`src/rtl/hazard_scoreboard.sv`:
```
// hazard_scoreboard
//   Per-register countdown scoreboard between decode and execute. Every
//   in-flight producer whose result cannot yet be forwarded is tracked as a
//   countdown. Decode is stalled when:
//     - a source it reads is still counting down, or
//     - its destination is still owed to an older, longer-latency producer.
//
// Ports
//   clk, rst_n                 clock, async active-low reset
//   de_valid                   decode slot holds a real instruction
//   de_opcode                  decode opcode (rv32i base opcodes)
//   de_rs1_s, de_rs2_s         decode source register indices
//   de_rd_s                    decode destination index
//   de_long                    decode op is long-latency (M-extension)
//   flush                      decode instruction squashed this cycle
//   freeze                     whole pipeline held; scoreboard holds state
//   stall                      hold IF/DE, bubble into EX
//   rs1_hazard, rs2_hazard     source that caused the stall
//   waw_hazard                 destination conflict caused the stall
//   pending_mask               bit r set while register r is counting down
//   stall_cycles               cycles with stall=1 and freeze=0 (wraps)

module hazard_scoreboard #(
  parameter int unsigned LOAD_LAT = 1,
  parameter int unsigned LONG_LAT = 4,
  parameter int unsigned CNT_W    = 4
) (
  input  logic        clk,
  input  logic        rst_n,
  input  logic        de_valid,
  input  logic [6:0]  de_opcode,
  input  logic [4:0]  de_rs1_s,
  input  logic [4:0]  de_rs2_s,
  input  logic [4:0]  de_rd_s,
  input  logic        de_long,
  input  logic        flush,
  input  logic        freeze,
  output logic        stall,
  output logic        rs1_hazard,
  output logic        rs2_hazard,
  output logic        waw_hazard,
  output logic [31:0] pending_mask,
  output logic [31:0] stall_cycles
);

  localparam logic [6:0] OP_LUI   = 7'b0110111;
  localparam logic [6:0] OP_AUIPC = 7'b0010111;
  localparam logic [6:0] OP_JAL   = 7'b1101111;
  localparam logic [6:0] OP_JALR  = 7'b1100111;
  localparam logic [6:0] OP_BR    = 7'b1100011;
  localparam logic [6:0] OP_LOAD  = 7'b0000011;
  localparam logic [6:0] OP_STORE = 7'b0100011;
  localparam logic [6:0] OP_IMM   = 7'b0010011;
  localparam logic [6:0] OP_REG   = 7'b0110011;

  localparam logic [CNT_W-1:0] LOAD_LAT_C = CNT_W'(LOAD_LAT);
  localparam logic [CNT_W-1:0] LONG_LAT_C = CNT_W'(LONG_LAT);

  logic [CNT_W-1:0] cnt_q [32];

  logic             uses_rs1;
  logic             uses_rs2;
  logic             writes_rd;
  logic             is_load;
  logic             is_reg;
  logic [CNT_W-1:0] issue_lat;
  logic [CNT_W-1:0] cnt_rs1;
  logic [CNT_W-1:0] cnt_rs2;
  logic [CNT_W-1:0] cnt_rd;
  logic             issue;
  logic             set_rd;

  // Source/destination usage from the opcode.
  always_comb begin
    uses_rs1  = 1'b0;
    uses_rs2  = 1'b0;
    writes_rd = 1'b0;
    is_load   = 1'b0;
    is_reg    = 1'b0;
    case (de_opcode)
      OP_LUI, OP_AUIPC, OP_JAL: begin
        writes_rd = 1'b1;
      end
      OP_JALR, OP_IMM: begin
        uses_rs1  = 1'b1;
        writes_rd = 1'b1;
      end
      OP_LOAD: begin
        uses_rs1  = 1'b1;
        writes_rd = 1'b1;
        is_load   = 1'b1;
      end
      OP_BR, OP_STORE: begin
        uses_rs1 = 1'b1;
        uses_rs2 = 1'b1;
      end
      OP_REG: begin
        uses_rs1  = 1'b1;
        uses_rs2  = 1'b1;
        writes_rd = 1'b1;
        is_reg    = 1'b1;
      end
      default: begin
        uses_rs1  = 1'b0;
        uses_rs2  = 1'b0;
        writes_rd = 1'b0;
      end
    endcase
  end

  always_comb begin
    issue_lat = '0;
    if (is_load) begin
      issue_lat = LOAD_LAT_C;
    end else if (is_reg && de_long) begin
      issue_lat = LONG_LAT_C;
    end
  end

  // Entry 0 is never written, so x0 reads back as idle; the explicit
  // index checks below keep that independent of the storage.
  assign cnt_rs1 = cnt_q[de_rs1_s];
  assign cnt_rs2 = cnt_q[de_rs2_s];
  assign cnt_rd  = cnt_q[de_rd_s];

  assign rs1_hazard = de_valid && uses_rs1 && (de_rs1_s != 5'd0) && (cnt_rs1 != '0);
  assign rs2_hazard = de_valid && uses_rs2 && (de_rs2_s != 5'd0) && (cnt_rs2 != '0);
  // A writer that will itself become forwardable no earlier than the older
  // producer cannot be overtaken by it, so only a strictly longer
  // remaining count is a conflict.
  assign waw_hazard = de_valid && writes_rd && (de_rd_s != 5'd0) && (cnt_rd > issue_lat);

  assign stall  = rs1_hazard || rs2_hazard || waw_hazard;
  assign issue  = de_valid && !stall && !flush && !freeze;
  assign set_rd = issue && writes_rd && (de_rd_s != 5'd0) && (issue_lat != '0);

  always_ff @(posedge clk or negedge rst_n) begin
    if (!rst_n) begin
      for (int r = 0; r < 32; r++) begin
        cnt_q[r] <= '0;
      end
    end else if (!freeze) begin
      cnt_q[0] <= '0;
      for (int r = 1; r < 32; r++) begin
        // A fresh issue to the same register overrides its decrement.
        if (set_rd && (de_rd_s == 5'(r))) begin
          cnt_q[r] <= issue_lat;
        end else if (cnt_q[r] != '0) begin
          cnt_q[r] <= cnt_q[r] - 1'b1;
        end
      end
    end
  end

  always_comb begin
    pending_mask = '0;
    for (int r = 1; r < 32; r++) begin
      pending_mask[r] = (cnt_q[r] != '0);
    end
  end

  always_ff @(posedge clk or negedge rst_n) begin
    if (!rst_n) begin
      stall_cycles <= '0;
    end else if (stall && !freeze) begin
      stall_cycles <= stall_cycles + 32'd1;
    end
  end

endmodule
```
`config.mk`:
```
export PLATFORM = sky130hd
export DESIGN_NAME = hazard_scoreboard
export DESIGN_NICKNAME = d
export VERILOG_FILES = /design/src/rtl/hazard_scoreboard.sv
export SDC_FILE = /design/constraint.sdc
export NUM_CORES = 1
export LEC_CHECK = 0
export CAP_MARGIN = 20
export CORE_ASPECT_RATIO = 1.75
export CORE_UTILIZATION = 35
export CTS_CLUSTER_SIZE = 8
export DETAILED_ROUTE_END_ITERATION = 8
export PLACE_DENSITY = 0.59
export RECOVER_POWER = 100
export SYNTH_ARGS = -nofsm -noshare
export SYNTH_HDL_FRONTEND = slang
export SYNTH_SLANG_ARGS = --single-unit
```
`constraint.sdc`:
```
create_clock -name clk -period 8.24 [get_ports clk]
set_input_delay 1.648 -clock clk [delete_from_list [all_inputs] [get_ports clk]]
set_output_delay 1.648 -clock clk [all_outputs]
set_load 0.005 [all_outputs]
```
After elaboration in Yosys (flattened, before gate mapping)
Cells that the tools add are included.
Operators by class
  $lt $le $gt $ge: 4
  reductions and logical operators: 155
  mux-type cells: 78
  $add $sub $neg: 32
  bitwise gates (word level): 4
  equality and inequality tests: 40
Operator list (number)
  $mux 4: 68
  $reduce_bool 4->1: 34
  $sub 4x1->4 const B: 31
  $eq 5x5->1 const B: 16
  $reduce_and 2->1: 31
  $reduce_bool 2->1: 31
  $bmux 4 s5: 3
  $logic_and 1x1->1: 48
  $eq 5x4->1 const B: 8
  $add 32x1->32 const B: 1
  $eq 7x6->1 const B: 3
  $eq 7x7->1 const B: 3
  $eq 5x3->1 const B: 4
  $ge 6x6->1 const B: 3
  $not 5->6: 3
  $reduce_bool 5->1: 3
  $eq 7x5->1 const B: 2
  $eq 5x2->1 const B: 2
  $eq 7x2->1 const B: 1
  $reduce_or 7->1: 1
  $mux 3: 2
  $reduce_or 6->1: 1
  $eq 5x1->1 const B: 1
  $mux 1: 5
  5 further kinds: 8
Word-level totals
  output and inout port bits: 68
  bits in registers: 156
  input bits: 28
  word-level logic and storage cells: 345

Logic depth before layout (Yosys ltp)
  depth in word-level cells: 18
  gate-level depth with buffers: 23
  depth with buffers taken out: 16

Worst setup path after synthesis
Ideal clock, no wire load.
  kind: input -> output
  from: input port de_rd_s[1]
  to: output port stall
  slack: 0.959 ns
  required time: 6.592 ns
  stages: 19
  path buffers: 7
  arrival time: 5.633 ns
  cells stage by stage: buf_2 -> buf_4 -> buf_1 -> clkbuf_1 -> buf_1 -> mux4_2 -> mux4_2 -> nor2_1 -> nor2_1 -> ha_1 -> nand2_1 -> a311oi_1 -> a32oi_1 -> nand4_1 -> o21a_1 -> nor4_4 -> inv_2 -> buf_4 -> buf_2
On the way
  word-level cells in the longest chain between the ends: 7
  elaborated cells on any way between the ends: 9
  classes of those cells: order compare (1); mux (3); bitwise (1); reduce/logical (4)
Ends and longest elaborated chain
  from (decl): RTL line 34  | input logic [4:0] de_rd_s,
  $not 5->6 (not written as such): RTL line 124  | assign cnt_rd = cnt_q[de_rd_s];
  $bmux 4 s5: RTL line 124
  $mux 4 (not written as such) (2 in series): RTL line 124
  $gt 4x4->1: RTL line 131  | assign waw_hazard = de_valid && writes_rd && (de_rd_s != 5'd0) && (cnt_rd > issue_lat);
  $logic_and 1x1->1 (*): RTL line 131
  named net waw_hazard: RTL line 41  | output logic waw_hazard,
  $logic_or 1x1->1 (*): RTL line 133  | assign stall = rs1_hazard || rs2_hazard || waw_hazard;
  to (decl): RTL line 38  | output logic stall,
The timed path passes the listed nets; every way through them passes the cells marked *. The select of a mux whose other input is x is not followed.

Worst setup path after layout
  from: input port de_rd_s[0]
  to: output port stall
On the way
  word-level cells in the longest chain between the ends: 7
  elaborated cells on any way between the ends: 9
  classes of those cells: order compare (1); mux (3); bitwise (1); reduce/logical (4)
Ends and longest elaborated chain (RTL line)
  $not 5->6 (not written as such): 124
  $bmux 4 s5: 124
  $mux 4 (not written as such) (2 in series): 124
  $gt 4x4->1: 131
  $logic_and 1x1->1 (*): 131
  $logic_or 1x1->1 (*): 133
Every way passes the cells marked *; elsewhere a longest branch is shown, timed or not. The select of a mux whose other input is x is not followed.

==> qor.csv <==
stage,metric,value,unit
outcome,status,"finished, violations left",
outcome,violations,"max-capacitance violations, max-slew violations",
timing,hold_viol,0,
logic_synthesis,ys.flop_type,dfrtp_1,
clock_network,clock_sinks,156,
die,start_util,35.5,%
timing,drv_slew,90,
final_layout,fin_util,40.2,%
logic_synthesis,ys_types,63,
routing,drt_iter0_markers,794,
routing,postRouteWirelength,38.4,mm
routing,wl_per_cell,22.3,um
logic_synthesis,synth-edff-count,0,
clock_network,cts_tree,yes,
logic_synthesis,async_flop_share,100,%
clock_network,cts_max_path_buffers,2,
die,die_w,140,um
power,switching_share,41.9,%
logic_synthesis,yosys_warnings,0,
place,hpwlAfterDp,28.3,mm
clock_network,holdBufCountCts,0,
power,p_leak,5.71,nW
clock_network,post_cts_buffers,0,
place,port_buffers,94,
timing,fin_crit_sh,91.4,%
power,powerDensity,309,nW/um2
logic_synthesis,syn_area,11700,um2
global_routing,grt_max_degree,95,
clock_network,numCtsBuffers,17,
timing,setup_viol,0,
timing,holdWs,468,ps
timing,rsz0062_at_grt,false,
power,max-vdd-ir-drop,0.000185,V
timing,worst_pin_slew,5100,ps
hold_path,hp-class,flip-flop to flip-flop,
final_layout,drive_above_1_share,6.90,%
power,power_frac_clock,19.7,%
logic_synthesis,synth_area_per_cell,9.36,um2
die,pin_count,96,
final_layout,final_cell_mix,"dfrtp_1 (156), nor4_1 (136), inv_1 (95), nor2_1 (75), ha_1 (65)",
global_routing,grt_antenna_before_repair,0,
flow_run,drv_cap,1,
logic_synthesis,synth_area_leaders,"dfrtp_1 (33%), ha_1 (7.0%), nor4_1 (6.1%)",
logic_synthesis,yosysTopAreaCellShare,33.4,%
final_layout,final_common_cell,dfrtp_1,
worst_setup_path,crit_required,6590,ps
power,sequentialPowerShare,38.3,%
routing,wl_met3,1.91,mm
final_layout,area_growth_syn_to_layout,13.2,%
die,core,32900,um2
worst_setup_path,cp-start-kind,primary input,
routing,wl_met2,19.9,mm
routing,topRoutingLayerUsed,met4,
logic_synthesis,synth-seq-cells,156,
clock_network,post_cts_resized,0,
power,p_int,0.00237,W
routing,vias,10713,
routing,ant_nets,0,
logic_synthesis,syn-num-nets,1342,
clock_network,ctsHtreeMaxLevel,4,
place,routabilityCongestion,0.959,
clock_network,clk_pin_slew,60,ps
worst_setup_path,worstPathMaxFanout,38,
final_layout,nNetsFinal,1400,
global_routing,grt_pass1_wl,60.7,mm
routing,routedLengthMet1,14.0,mm
routing,vias_per_cell,6.21,
logic_synthesis,synthCells,1249,
final_layout,fin_area,13200,um2
timing,slew_headroom,-240,%
die,die_area,34200,um2
worst_setup_path,cp_data_arrival_time,5880,ps
timing,fmaxAchievable,133,MHz
logic_synthesis,yosysSeqAreaShare,33.4,%
power,p_switching,0.00171,W
routing,drc_errors,0,
die,rows,88,
power,combPwrFrac,42.0,%
worst_setup_path,critPathCaptureType,output pin,
global_routing,first_global_vias,10788,
timing,setup_tns,0,ps
place,placed_cell_area,13000,um2
final_layout,num_antenna_cells,0,
logic_synthesis,synth_top_area_cell,dfrtp_1,
global_routing,overflow,0,
die,die_y,244,um
global_routing,gr-usage-all-layers,23.1,%
clock_network,worstSkewPairLatency,460,ps
worst_setup_path,worst-setup-path-type,primary input to output pin,
timing,period_minus_slack,7530,ps
clock_network,clockRootBuffer,clkbuf_16,
timing,skew,11.9,ps
routing,first_pass_iters,5,
[stage by stage]
step	setup slack (ps)	std cells	power (W)
global route	453	1724	0.00439
CTS	1040	1724	0.00412
finish	709	1724	0.00409
floorplan	959	1249	0.00263
global placement	1140	1693	0.00325
detailed placement	1070	1693	0.00329
[power groups by stage]
stage | Clock (W) | Sequential (W) | Combinational (W)
6_report | 0.000806 | 0.00156 | 0.00172
4_1_cts | 0.000824 | 0.00155 | 0.00174
2_1_floorplan | 0 | 0.00135 | 0.00129
3_3_place_gp | 0 | 0.00156 | 0.00169
3_5_place_dp | 0 | 0.00156 | 0.00173
5_1_grt | 0.000855 | 0.00160 | 0.00194
[path summary, 6_finish.rpt]
check / from / to / slack [ps] / cells after the start
worst min-delay path: stall_cycles[31]$_DFFE_PN0P_ / stall_cycles[31]$_DFFE_PN0P_ / 470 / 1
worst min register to register: stall_cycles[31]$_DFFE_PN0P_ / stall_cycles[31]$_DFFE_PN0P_ / 470 / 1
min in group asynchronous: rst_n / cnt_q[94]$_DFFE_PN0P_ / 3010 / 1
worst max-delay path: de_rd_s[0] / stall / 710 / 15
max in group asynchronous: rst_n / cnt_q[122]$_DFFE_PN0P_ / 2290 / 2
worst max register to register: cnt_q[94]$_DFFE_PN0P_ / cnt_q[60]$_DFFE_PN0P_ / 2440 / 16
[final cells by class]
| cell class | instances | area (um2) |
|---|---|---|
| fillers | 3222 | 19700 |
| multi-input cells | 929 | 6870 |
| flip-flops and latches | 156 | 3900 |
| repair buffers | 107 | 1010 |
| well taps | 405 | 507 |
| clock buffers | 19 | 443 |
| inverters | 96 | 360 |
| clock inverters | 12 | 141 |
[routing by layer]
layer  vias up  track usage, %
li1       4875               -
met1      5333            24.4
met2       383            40.8
met3       122            4.48
met4         0            16.8
met5         -               0
[registers in the layout, indices dropped and copies added (netlist names)]
signal / cells
cnt_q: 124
stall_cycles: 32
[synthesized netlist by cell type, drive strengths merged, types with 4 or more instances]
cell,count
nand3,55
o21ai,13
inv,96
o21bai,35
a211oi,8
and4,7
nand2b,32
mux2i,27
o211ai,7
and2,20
a21o,50
o22ai,6
nand4,32
a31oi,5
mux2,8
o221a,5
xor2,9
and3,8
nand2,65
nor3,29
mux4,26
or4,30
nand3b,7
a211o,4
o2111ai,4
a22o,11
nor4,136
nor2b,16
nor2,76
a21oi,21
a22oi,4
buf,22
xnor2,22
dfrtp,156
ha,65
a221oi,25
a221o,25
nand4b,7
clkbuf,46
or2,5
[kinds of logic (layout without fill, tap and decap cells)]
| group | Yosys count | count (layout) | share of synthesized area (%) |
|---|---|---|---|
| and+or+nand+nor | 532 | 532 | 27.9 |
| AOI/OAI and AO/OA | 239 | 239 | 15.9 |
| buffers and inverters | 164 | 234 | 5.46 |
| DFF | 156 | 156 | 33.4 |
| adders and majority gates | 65 | 65 | 6.96 |
| muxes | 61 | 61 | 8.09 |
| xor gates and xnor gates | 31 | 31 | 2.32 |
| other | 1 | 1 | 0.0321 |
[critical path, cell delays in order]
cell             delay [ps]
buf_2                   730
nor2b_1                 310
a22o_1                  330
mux4_2                  470
nor2_1                  110
nor2_1                   50
ha_1                    330
nand2_1                 120
a311oi_1                 70
a32oi_1                 230
nand4_1                 120
o21a_1                  210
nor4_1                  540
inv_2                   100
clkdlybuf4s50_1         470
Note: power is estimated with default switching activity, not from simulation.
